$ cat config.mk
export PLATFORM = sky130hd
export DESIGN_NAME = tower_placer_control
export DESIGN_NICKNAME = d
export VERILOG_FILES = /design/src/rtl/tower_placer_pkg.sv /design/src/rtl/tower_placer_control_btn_edge_sync.sv /design/src/rtl/tower_placer_control.sv
export SDC_FILE = /design/constraint.sdc
export NUM_CORES = 1
export LEC_CHECK = 0
export CAP_MARGIN = 20
export CELL_PAD_IN_SITES_DETAIL_PLACEMENT = 0
export CELL_PAD_IN_SITES_GLOBAL_PLACEMENT = 1
export CORE_MARGIN = 5
export CORE_UTILIZATION = 38
export CTS_BUF_LIST = sky130_fd_sc_hd__clkbuf_8 sky130_fd_sc_hd__clkbuf_16
export DETAILED_ROUTE_END_ITERATION = 16
export GPL_TIMING_DRIVEN = 0
export PLACE_DENSITY_LB_ADDON = 0.1
export SKIP_LAST_GASP = 1
export SLEW_MARGIN = 15
export SYNTH_ARGS = -nofsm -noshare
export SYNTH_HDL_FRONTEND = slang
export SYNTH_SLANG_ARGS = --single-unit
export TNS_END_PERCENT = 30
$ cat constraint.sdc
create_clock -name clk -period 2.2 [get_ports clk]
set_clock_uncertainty 0.2 [all_clocks]
set_input_delay 0.55 -clock clk [delete_from_list [all_inputs] [get_ports clk]]
set_output_delay 0.55 -clock clk [all_outputs]
set_load 0.005 [all_outputs]
$ cat src/rtl/tower_placer_pkg.sv
// Shared types for the tower-placement control slice: FSM states, strobe bundle and grid constants.
package tower_placer_pkg;

  localparam int unsigned GRID_COLS = 8;
  localparam int unsigned GRID_ROWS = 6;
  localparam int unsigned CELL_PX   = 20;
  localparam int unsigned TIMEOUT_W = 11;

  typedef enum logic [3:0] {
    IDLE,
    TOP_LEFT,
    DRAW_SQUARE,
    WAIT_INPUT,
    ERASE_RIGHT,
    MOVE_RIGHT,
    RIGHT_WAIT,
    ERASE_DOWN,
    MOVE_DOWN,
    DOWN_WAIT,
    ERASE_TOWER,
    DRAW_TOWER,
    DONE
  } state_t;

  typedef struct packed {
    logic top_left;
    logic draw_square;
    logic move_right;
    logic move_down;
    logic move_right_wait;
    logic move_down_wait;
    logic erase_square_right;
    logic erase_square_down;
    logic erase_square_tower;
    logic draw_tower;
  } strobes_t;

  // One strobe per active state; IDLE, WAIT_INPUT and DONE drive none.
  function automatic strobes_t decode_strobes(input state_t s);
    strobes_t st;
    st = '0;
    case (s)
      TOP_LEFT:    st.top_left           = 1'b1;
      DRAW_SQUARE: st.draw_square        = 1'b1;
      ERASE_RIGHT: st.erase_square_right = 1'b1;
      MOVE_RIGHT:  st.move_right         = 1'b1;
      RIGHT_WAIT:  st.move_right_wait    = 1'b1;
      ERASE_DOWN:  st.erase_square_down  = 1'b1;
      MOVE_DOWN:   st.move_down          = 1'b1;
      DOWN_WAIT:   st.move_down_wait     = 1'b1;
      ERASE_TOWER: st.erase_square_tower = 1'b1;
      DRAW_TOWER:  st.draw_tower         = 1'b1;
      default:     st = '0;
    endcase
    return st;
  endfunction

endpackage

$ cat src/rtl/tower_placer_control_btn_edge_sync.sv
// Button conditioner: 2-flop synchronizer, polarity normalisation, rising-edge detect on a 3rd flop.
module btn_edge_sync #(
  parameter bit ACTIVE_LOW = 1'b1
) (
  input  logic clk,
  input  logic resetn,
  input  logic btn_i,
  output logic rise_o
);

  logic       pressed;
  logic [2:0] sync_q;

  assign pressed = ACTIVE_LOW ? ~btn_i : btn_i;

  always_ff @(posedge clk) begin
    if (!resetn) begin
      sync_q <= '0;
    end else begin
      sync_q <= {sync_q[1:0], pressed};
    end
  end

  assign rise_o = sync_q[1] & ~sync_q[2];

endmodule

$ cat src/rtl/tower_placer_control.sv
// Control FSM for the tower-placement datapath: cursor moves, tower placement and a draw watchdog.
module tower_placer_control
  import tower_placer_pkg::*;
#(
  parameter int unsigned TIMEOUT_CYCLES = 2047,
  parameter bit          BTN_ACTIVE_LOW = 1'b1
) (
  input  logic clk,
  input  logic resetn,
  input  logic start,
  input  logic btn_right,
  input  logic btn_down,
  input  logic btn_place,
  input  logic square_done,
  input  logic erase_square_done,
  input  logic tower_done,
  input  logic valid,
  output logic top_left,
  output logic draw_square,
  output logic move_right,
  output logic move_down,
  output logic move_right_wait,
  output logic move_down_wait,
  output logic erase_square_right,
  output logic erase_square_down,
  output logic erase_square_tower,
  output logic draw_tower,
  output logic busy,
  output logic placed,
  output logic timeout_err
);

  localparam logic [TIMEOUT_W-1:0] WD_LAST = TIMEOUT_W'(TIMEOUT_CYCLES - 1);

  logic right_rise, down_rise, place_rise;

  btn_edge_sync #(.ACTIVE_LOW(BTN_ACTIVE_LOW)) u_sync_right (
    .clk(clk), .resetn(resetn), .btn_i(btn_right), .rise_o(right_rise));
  btn_edge_sync #(.ACTIVE_LOW(BTN_ACTIVE_LOW)) u_sync_down (
    .clk(clk), .resetn(resetn), .btn_i(btn_down), .rise_o(down_rise));
  btn_edge_sync #(.ACTIVE_LOW(BTN_ACTIVE_LOW)) u_sync_place (
    .clk(clk), .resetn(resetn), .btn_i(btn_place), .rise_o(place_rise));

  state_t                 state_q, state_d;
  logic [TIMEOUT_W-1:0]   wd_q, wd_d;
  strobes_t               strobes_q;
  logic                   busy_q, placed_q, timeout_err_q;
  logic                   waiting, abort;

  always_comb begin
    state_d = state_q;
    wd_d    = wd_q;
    abort   = 1'b0;
    waiting = 1'b0;
    case (state_q)
      IDLE:        if (start) state_d = TOP_LEFT;
      TOP_LEFT:    state_d = DRAW_SQUARE;
      DRAW_SQUARE: begin waiting = 1'b1; if (square_done) state_d = WAIT_INPUT; end
      WAIT_INPUT: begin
        if (place_rise)      state_d = ERASE_TOWER;
        else if (right_rise) state_d = ERASE_RIGHT;
        else if (down_rise)  state_d = ERASE_DOWN;
      end
      ERASE_RIGHT: begin waiting = 1'b1; if (erase_square_done) state_d = MOVE_RIGHT; end
      MOVE_RIGHT:  begin waiting = 1'b1; if (valid) state_d = RIGHT_WAIT; end
      RIGHT_WAIT:  state_d = DRAW_SQUARE;
      ERASE_DOWN:  begin waiting = 1'b1; if (erase_square_done) state_d = MOVE_DOWN; end
      MOVE_DOWN:   begin waiting = 1'b1; if (valid) state_d = DOWN_WAIT; end
      DOWN_WAIT:   state_d = DRAW_SQUARE;
      ERASE_TOWER: begin waiting = 1'b1; if (erase_square_done) state_d = DRAW_TOWER; end
      DRAW_TOWER:  begin waiting = 1'b1; if (tower_done) state_d = DONE; end
      DONE:        state_d = IDLE;
      default:     state_d = IDLE;
    endcase

    // A completion in the final watchdog cycle still wins over the abort.
    if (state_d != state_q) begin
      wd_d = '0;
    end else if (waiting) begin
      if (wd_q == WD_LAST) begin
        state_d = IDLE;
        wd_d    = '0;
        abort   = 1'b1;
      end else begin
        wd_d = wd_q + TIMEOUT_W'(1);
      end
    end
  end

  // Outputs are registered from the next state so they line up with state_q.
  always_ff @(posedge clk) begin
    if (!resetn) begin
      state_q       <= IDLE;
      wd_q          <= '0;
      strobes_q     <= '0;
      busy_q        <= 1'b0;
      placed_q      <= 1'b0;
      timeout_err_q <= 1'b0;
    end else begin
      state_q   <= state_d;
      wd_q      <= wd_d;
      strobes_q <= decode_strobes(state_d);
      busy_q    <= (state_d != IDLE);
      placed_q  <= (state_d == DONE);
      if (abort) begin
        timeout_err_q <= 1'b1;
      end else if (state_q == IDLE && start) begin
        timeout_err_q <= 1'b0;
      end
    end
  end

  assign top_left           = strobes_q.top_left;
  assign draw_square        = strobes_q.draw_square;
  assign move_right         = strobes_q.move_right;
  assign move_down          = strobes_q.move_down;
  assign move_right_wait    = strobes_q.move_right_wait;
  assign move_down_wait     = strobes_q.move_down_wait;
  assign erase_square_right = strobes_q.erase_square_right;
  assign erase_square_down  = strobes_q.erase_square_down;
  assign erase_square_tower = strobes_q.erase_square_tower;
  assign draw_tower         = strobes_q.draw_tower;
  assign busy               = busy_q;
  assign placed             = placed_q;
  assign timeout_err        = timeout_err_q;

endmodule

==> qor.csv <==
metric;value;unit
first_global_vias;1421;
start_util;0.397;
yosys.area_share.simple;0.328;
cts.htree.levels;2;
grt_pass1_wl;6820;microns
synth_cells;184;
layout-drive-gt1-share;0.245;
start_kind;input port;
synth_edf_count;0;
syn_area_per_cell;9.59;sq um
worstMarginPinSlew;0.657;ns
synthArstFlopShare;0;
pre_cts_slack;-0.697;ns
antenna_found_initial;0;
clk_pin_slew_worst_paths;0.07;ns
synth-compound-area-share;0.125;
cts_tree;built;
yosys_register_bits;37;
gp_congestion;0.870;
drc;0;
p_leak;0.769;nW
final_nets;231;
hp-class;flop to flop;
max_slew_margin;0.559;
yosysTopAreaCellShare;0.420;
synthDistinctLibCells;49;
finalCritPeriodShare;1.00;
outcome;complete, but fails checks;
mostFrequentLayoutCells;dfxtp_1, clkdlybuf4s50_1, nor3_1;
tns;-0.00507;ns
crit_path_end_kind;flop;
rows;24;
hold_buffers;0;
antenna_cells;0;
p_per_area;609;nW/um^2
port_buffers;22;
worstPathRequired;2.20;ns
grt_start_max_net_pins;12;
muxShareOfSynthArea;0.0113;
final_cells;272;
layout_commonest_cell;dfxtp_1;
wl_per_cell;15.6;microns
hpwlAfterDp;2970;microns
finalHoldViolCount;0;
clk_path_buf_depth;2;
synth-xor-area-share;0.0496;
hold_depth;1;
dieWidth;78.2;microns
totalPowerFinal;1.40;mW
synth_area;1770;sq um
slew_violations;0;
rsz0062_at_grt;yes;
seqCellArea;742;sq um
chipHeight;78.2;microns
die_area;6110;sq um
synthFlopType;dfxtp_1;
io_pins;23;
vias;1492;
peakVddDrop;0.000384;V
finalSetupViolCount;3;
yosysWarnings;0;
syn_nets;196;
cts_sinks;37;
synth_top_area_cell;dfxtp_1;
core-area;4440;sq um
drt-initial-drc-count;73;
cts.root.buffer_cell;clkbuf_8;
max-cap-violations;0;
holdWs;0.237;ns
dr.pass1.iters;4;
dp.cells;258;
failed_checks;negative setup slack;
yosysSeqAreaShare;0.420;
gr-total-overflow;0;
grt_usage;0.140;
synth_top_family_by_area;simple AND/OR/NAND/NOR gates;
insertion_delay;0.29;ns
fillCellCount;428;
synthTopCellsByArea;dfxtp_1, nor4_2, nor3_1, xnor2_1, and2_1;
cts_made_buffers;5;
wirelength;4240;microns
worstPathArrival;2.20;ns
ant_nets;0;
reg2reg_depth;8;
syn_to_final_growth;30.0;%
max_freq;0.454;GHz
cp_max_fo;5;
crit_type;input port to flop;
avgViaCountPerCell;5.49;
setup_slack;-0.00371;ns
period_minus_slack;2.20;ns
synthAdderAreaFrac;0.0142;
multi_input_area;1050;sq um
## timing repair
action                     4_1_cts  5_1_grt
buffers inserted                 4        0
resized for setup               22        6
gates cloned                     2        0
pin swaps                        6        1
setup endpoints to repair       28       28
## logic make-up (layout without fill, tap and decap cells)
kind of cell | Yosys count | in the layout
flops | 37 | 37
buf+inv | 18 | 54
mux | 2 | 2
compound gates | 28 | 28
xor+xnor | 10 | 10
simple gates | 87 | 87
fa+ha+maj | 2 | 2
## metrics by stage
stage	instance area, sq um	utilization
2_1_floorplan	1770	-
6_report	2290	0.516
3_5_place_dp	2050	0.462
4_1_cts	2270	0.510
5_1_grt	2290	0.516
3_3_place_gp	2050	0.462
## final cells by class
cell class              instances  area share
inverters                       8      0.0136
well taps                      52      0.0284
repair buffers                 28       0.113
plain buffers                  10      0.0300
multi-input cells             129       0.456
flip-flops and latches         37       0.323
clock buffers                   5      0.0300
clock inverters                 3     0.00600
## registers in the layout, summed over array words and instances (netlist names), 3 cells and up
register,cells
u_sync_down.sync_q,3
u_sync_right.sync_q,3
u_sync_place.sync_q,3
wd_q,11
state_q,4
## worst max-delay path, stage by stage
cell           delay [ns]
dlygate4sd2_1        0.26
or4bb_1              0.50
a21oi_2              0.19
nor4_4               0.09
xnor2_2              0.18
buf_2                0.20
nor4_2               0.23
## layer usage
| metal | up-vias | share of wire | GRT usage |
|---|---|---|---|
| met3 | 6 | 0.038 | 0.0423 |
| li1 | 741 | - | - |
| met2 | 32 | 0.49 | 0.230 |
| met4 | 0 | 0.0064 | 0.0385 |
| met5 | - | 0 | 0 |
| met1 | 713 | 0.46 | 0.178 |
## worst paths after layout
path,start,end,slack [ns]
hold / removal,u_sync_right.sync_q[0],u_sync_right.sync_q[1],0.24
hold reg to reg,u_sync_right.sync_q[0],u_sync_right.sync_q[1],0.24
setup / recovery,valid,wd_q[4],-0.004
setup reg to reg,state_q[0],wd_q[4],-0.004
## cell usage after synthesis, types with 3 or more instances
cell,n
xnor2_1,7
nor2b_1,3
o21ai_0,3
nand2_1,6
nand4_1,4
nand3_1,5
inv_1,7
nor2_1,10
dfxtp_1,37
nor4_2,9
nand2b_1,5
xor2_1,3
nor3_1,19
buf_2,7
nor4b_1,3
a21oi_1,7
nand3b_1,3
and2_1,8
## power by group
group | internal (mW) | switching [mW] | total, mW
Clock | 0.215 | 0.237 | 0.452
Sequential | 0.688 | 0.00916 | 0.697
Combinational | 0.110 | 0.138 | 0.248
Total | 1.01 | 0.384 | 1.40
(Power assumes the default switching activity.)
